--- src/rtl/pi_leaf_port.sv ---
// Leaf endpoint of the BFT deflection network: injects client packets, ejects packets for POS, bounces the rest.
// bus_o is registered (bounce 1 cycle, tx->bus_o 2 cycles); optional starvation counter under PI_LEAF_STARVE_CNT_EN.

module pi_leaf_fifo #(
  parameter int W     = 8,
  parameter int DEPTH = 4
) (
  input  logic         clk,
  input  logic         reset,
  input  logic         push_vld,
  output logic         push_rdy,
  input  logic [W-1:0] push_dat,
  input  logic         pop,
  output logic [W-1:0] head_dat,
  output logic         empty
);
  localparam int AW = $clog2(DEPTH);

  logic [W-1:0] mem [DEPTH];
  logic [AW:0]  wr_ptr;
  logic [AW:0]  rd_ptr;
  logic         full;
  logic         do_push;
  logic         do_pop;

  // Extra wrap bit distinguishes full from empty when the indices coincide.
  assign empty    = (wr_ptr == rd_ptr);
  assign full     = (wr_ptr[AW-1:0] == rd_ptr[AW-1:0]) && (wr_ptr[AW] != rd_ptr[AW]);
  assign push_rdy = !full;
  assign head_dat = mem[rd_ptr[AW-1:0]];
  assign do_push  = push_vld && !full;
  assign do_pop   = pop && !empty;

  always_ff @(posedge clk) begin
    if (reset) begin
      wr_ptr <= '0;
      rd_ptr <= '0;
    end else begin
      if (do_push) wr_ptr <= wr_ptr + 1'b1;
      if (do_pop)  rd_ptr <= rd_ptr + 1'b1;
    end
  end

  always_ff @(posedge clk) begin
    if (do_push) mem[wr_ptr[AW-1:0]] <= push_dat;
  end
endmodule

module pi_leaf_port #(
  parameter int PAYLOAD_W  = 32,
  parameter int ADDR_W     = 3,
  parameter int POS        = 0,
  parameter int FIFO_DEPTH = 4,
  localparam int P_W       = 1 + ADDR_W + PAYLOAD_W
) (
  input  logic                 clk,
  input  logic                 reset,
  input  logic [P_W-1:0]       bus_i,
  output logic [P_W-1:0]       bus_o,
  input  logic                 tx_valid,
  output logic                 tx_ready,
  input  logic [ADDR_W-1:0]    tx_addr,
  input  logic [PAYLOAD_W-1:0] tx_data,
  output logic                 rx_valid,
  input  logic                 rx_ready,
  output logic [PAYLOAD_W-1:0] rx_data,
`ifdef PI_LEAF_STARVE_CNT_EN
  output logic                 rx_src_bounce,
  output logic [15:0]          starve_cnt
`else
  output logic                 rx_src_bounce
`endif
);
  typedef struct packed {
    logic                 vld;
    logic [ADDR_W-1:0]    addr;
    logic [PAYLOAD_W-1:0] dat;
  } pkt_t;

  typedef struct packed {
    logic [ADDR_W-1:0]    addr;
    logic [PAYLOAD_W-1:0] dat;
  } ent_t;

  localparam logic [ADDR_W-1:0] POS_A = ADDR_W'(POS);

  pkt_t arr;
  pkt_t bus_q;
  ent_t head;
  ent_t tx_ent;
  logic fifo_empty;
  logic eject_ok;
  logic do_eject;
  logic do_bounce;
  logic do_inject;
  logic bnc_q;

  assign arr    = pkt_t'(bus_i);
  assign tx_ent = '{addr: tx_addr, dat: tx_data};

  pi_leaf_fifo #(
    .W     (ADDR_W + PAYLOAD_W),
    .DEPTH (FIFO_DEPTH)
  ) u_tx_fifo (
    .clk      (clk),
    .reset    (reset),
    .push_vld (tx_valid),
    .push_rdy (tx_ready),
    .push_dat (tx_ent),
    .pop      (do_inject),
    .head_dat (head),
    .empty    (fifo_empty)
  );

  // The network never stalls, so any arrival we cannot take must go straight back up.
  assign eject_ok  = !rx_valid || rx_ready;
  assign do_eject  = arr.vld && (arr.addr == POS_A) && eject_ok;
  assign do_bounce = arr.vld && !do_eject;
  assign do_inject = !do_bounce && !fifo_empty;

  // bnc_q shadows bus_q: set while bus_o carries a packet this leaf bounced.
  always_ff @(posedge clk) begin
    if (reset) begin
      bus_q <= '0;
      bnc_q <= 1'b0;
    end else if (do_bounce) begin
      bus_q <= arr;
      bnc_q <= 1'b1;
    end else if (do_inject) begin
      bus_q <= '{vld: 1'b1, addr: head.addr, dat: head.dat};
      bnc_q <= 1'b0;
    end else begin
      bus_q <= '0;
      bnc_q <= 1'b0;
    end
  end

  assign bus_o = bus_q;

  always_ff @(posedge clk) begin
    if (reset) begin
      rx_valid      <= 1'b0;
      rx_data       <= '0;
      rx_src_bounce <= 1'b0;
    end else if (do_eject) begin
      rx_valid      <= 1'b1;
      rx_data       <= arr.dat;
      rx_src_bounce <= bnc_q;
    end else if (rx_ready) begin
      rx_valid      <= 1'b0;
    end
  end

`ifdef PI_LEAF_STARVE_CNT_EN
  always_ff @(posedge clk) begin
    if (reset) begin
      starve_cnt <= '0;
    end else if (do_inject) begin
      starve_cnt <= '0;
    end else if (do_bounce && !fifo_empty && (starve_cnt != 16'hFFFF)) begin
      starve_cnt <= starve_cnt + 16'd1;
    end
  end
`endif
endmodule

--- config.mk ---
export PLATFORM = sky130hd
export DESIGN_NAME = pi_leaf_port
export DESIGN_NICKNAME = d
export VERILOG_FILES = /design/src/rtl/pi_leaf_port.sv
export SDC_FILE = /design/constraint.sdc
export NUM_CORES = 1
export LEC_CHECK = 0
export ABC_AREA = 1
export CAP_MARGIN = 0
export CORE_MARGIN = 3
export CORE_UTILIZATION = 54
export CTS_BUF_LIST = sky130_fd_sc_hd__clkbuf_4 sky130_fd_sc_hd__clkbuf_8
export DETAILED_ROUTE_END_ITERATION = 10
export PLACE_DENSITY = 0.81
export SLEW_MARGIN = 20
export SYNTH_ARGS = -nofsm -noshare
export SYNTH_HDL_FRONTEND = slang
export SYNTH_SLANG_ARGS = --single-unit
export TNS_END_PERCENT = 20
--- constraint.sdc ---
create_clock -name clk -period 3.9 [get_ports clk]
set_input_delay 0.78 -clock clk [delete_from_list [all_inputs] [get_ports clk]]
set_output_delay 0.78 -clock clk [all_outputs]
set_load 0.01 [all_outputs]
==> summary.txt <==
crit path capture type = output port
Post-CTS Setup Inserts = 0
FFs w/ async S/R, synth = 0%
number of global-route vias before repair = 5721
Slew HR = 32.7%
Sw Ratio = 25.5%
actual slew at the worst max-slew pin = 1.01 ns
full die area = 0.0170 mm^2
TritonCTS clock tree = built
share of layout cells above drive strength 1 = 8.90%
fin crit share = 70.4%
Layout Skew = 0.0139 ns
vias = 5909
TritonCTS buffer count = 35
hold_ws = 0.442 ns
largest net degree at the start of global routing = 71
NetSw = 1.39 mW
Syn-to-layout area delta = 27.2%
Synth Flop Type = edfxtp_1
launch point of the worst reg-to-reg path = u_tx_fifo.wr_ptr[0]$_SDFFE_PP0P_
global-route usage over all layers = 21.4%
critical path fanouts, max = 6
Final TNS setup = 0 ns
Post-Synth Simple-Gate Area = 13.9%
crit path kind = reg -> out
Pint = 4.05 mW
FMAX = 364 MHz
R2R depth = 7
1st-iter DRT viols = 528
DP Worst Slack = 1.09 ns
CP max stage delay = 0.57 ns
Layout Cells excl Fill = 1150
fill count = 1043
Worst-path clk slew = 0.06 ns
post-synthesis sequential area ratio = 69.5%
Placement Rows = 44
Gate power share = 14.6%
Yosys cell types = 23
flops & latches, synth = 219
Worst Hold Path EP = rx_data[21]$_SDFFE_PP0P_
Yosys Warn Count = 0
startpoint types = flop
Post-Syn Nets = 872
hold wc startpoint = rx_data[21]$_SDFFE_PP0P_
power per cell area = 514 mW/mm^2
RSZ-0062 raised after global routing = no
peak supply drop = 0.304 mV
MaxCap Viol Count = 0
Leak Pwr = 3.93 nW
Top cell by count, worst path = nand2_1
reg2reg end = u_tx_fifo.mem[1][2]$_DFFE_PP_
slowest CP cell = clkdlybuf4s50_1
Post-route DRC = 0
initial antenna violation count = 0
largest family of logic cells by synthesized area = simple AND/OR/NAND/NOR gates
largest area contributor in the netlist = edfxtp_1
crit path cell chain = inv_1 > nand2_1 > nand2_1 > nand3_1 > clkdlybuf4s50_1
clk_lat worst skew = 0.52 ns
die width = 130 um
mean routed wirelength per cell = 16.0 um
worst hold-check path type = reg -> reg
most numerous cell in the Yosys netlist = nor2_1
Synth area leaders = edfxtp_1 (50%), dfxtp_1 (19%), nor2_1 (6.8%), o21ai_0 (6.0%), nand2_1 (5.8%)
Cells after Synth = 792
Layout Utilization = 71.5%
register-to-register setup slack = 1.52 ns
Period minus WS final = 2.74 ns
CTS Sinks = 219
commonest cells in the netlist = nor2_1 (151), edfxtp_1 (140), nand2_1 (128), o21ai_0 (100), dfxtp_1 (79)
CTS Hold Bufs = 0
CTS H-tree depth = 2
Post-synth EDFFs = 140
Vias/cell = 5.14
synthesized area per cell = 10.5 um^2
adder-cell share of the synthesized area = 0.751%
placed cell count = 1086
# setup viols final = 0
final worst slack = 1.16 ns
post-synthesis mux area share = 0%
complex-gate fraction of the synthesized area = 10.4%
mapped cell area = 0.00833 mm^2
Clock power frac = 36.1%
Port Buffers = 145
starting density of the core = 56.3%
CTS max path bufs = 3
fin nets = 1019
status = finished clean
first-pass GRT wire length = 28500 um
post-DP HPWL = 11200 um
Max Slew Vio Count = 0
critical path required time = 3.12 ns
CTS root buf = clkbuf_8
Post-Synth XOR/XNOR Area = 0.210%
drt first pass iters = 5
RD Place Congestion = 0.795
Antenna Cells = 0
Fin. Hold Viols = 0
Detailed Route WL = 18400 um
Chip Height = 130 um
Yosys top cell area share = 50.5%
Worst Hold Path Cells = 2
gr ovfl total = 0
Worst EP arrival = 1.96 ns
final antenna-violating net count = 0
I/O pins = 146
Core ar. = 0.0148 mm^2
total power = 5.44 mW
sequential share of power = 49.3%
Placed Area = 0.00987 mm^2
CTS resizes = 0
Finished Cell Area = 0.0106 mm^2
-- critical path: cells and delay by family (launching register included) --
| family | cells | cell delay (ns) |
|---|---|---|
| flops | 1 | 0.43 |
| buf+inv | 2 | 0.68 |
| simple gates | 3 | 0.33 |
-- sequential cells by signal (all words and copies together), names as in the netlist, named ones only --
register / count
u_tx_fifo.mem: 140
rx_valid: 1
rx_src_bounce: 1
bnc_q: 1
u_tx_fifo.wr_ptr: 3
u_tx_fifo.rd_ptr: 3
bus_o: 36
rx_data: 32
-- worst max-delay path by stage --
stage                                          end                        startpoint  cells after the start  slack, ns
floorplan            u_tx_fifo.mem[0][0]$_DFFE_PP_  u_tx_fifo.wr_ptr[0]$_SDFFE_PP0P_                      6       1.02
global placement    u_tx_fifo.mem[1][28]$_DFFE_PP_                          tx_valid                      4       1.11
detailed placement  u_tx_fifo.mem[1][28]$_DFFE_PP_                          tx_valid                      4       1.09
CTS                                       tx_ready  u_tx_fifo.wr_ptr[0]$_SDFFE_PP0P_                      5       1.12
global route                              tx_ready  u_tx_fifo.wr_ptr[0]$_SDFFE_PP0P_                      5       1.01
finish                                    tx_ready  u_tx_fifo.wr_ptr[0]$_SDFFE_PP0P_                      5       1.16
-- per-layer routing --
metal  global-route usage (%)  part of all wire (%)
met1                     29.4                    44
met2                     33.7                    46
met3                     5.49                   8.3
met4                     6.54                   1.2
met5                        0                     0
-- logic make-up (layout without fill, tap and decap cells) --
logic type               count (synthesis)  after routing
buffers and inverters                   98            272
AND/OR/NAND/NOR                        295            295
XOR/XNOR                                 2              2
flip-flops                             219            219
adder cells (fa/ha/maj)                  5              5
AO/OA/AOI/OAI                          173            173
-- layout make-up --
cell class | count | area (um^2) | area share [%]
clock buffers | 58 | 686 | 6.47
clock inverters | 6 | 35.0 | 0.331
inverters | 54 | 203 | 1.91
multi-input cells | 475 | 2130 | 20.1
flip-flops and latches | 219 | 5790 | 54.6
well taps | 184 | 230 | 2.17
repair buffers | 154 | 1520 | 14.3
-- cell usage in the layout (no fill, tap or decap) --
cell	instances
xor2_1	2
o21ai_0	100
nand2_1	128
dfxtp_2	2
inv_6	1
inv_2	2
dfxtp_1	77
a21oi_1	37
clkbuf_4	18
ha_1	5
clkbuf_8	40
nor2_4	5
nand3_1	8
clkinvlp_4	1
clkdlybuf4s50_1	145
nand2_2	2
nand3_2	2
o21ai_1	36
clkinv_1	2
nand2_4	1
inv_1	51
nand3b_1	2
nor2_1	147
edfxtp_1	140
clkinv_2	3
buf_4	9
-- power groups by stage --
stage               combinational, mW  clock (mW)  sequential, mW
detailed placement              0.787           0            2.73
global route                    0.888        2.10            2.69
CTS                             0.795        1.99            2.68
global placement                0.771           0            2.73
floorplan                       0.436           0            2.73
finish                          0.795        1.96            2.68
Note: power is estimated with default switching activity, not from simulation.
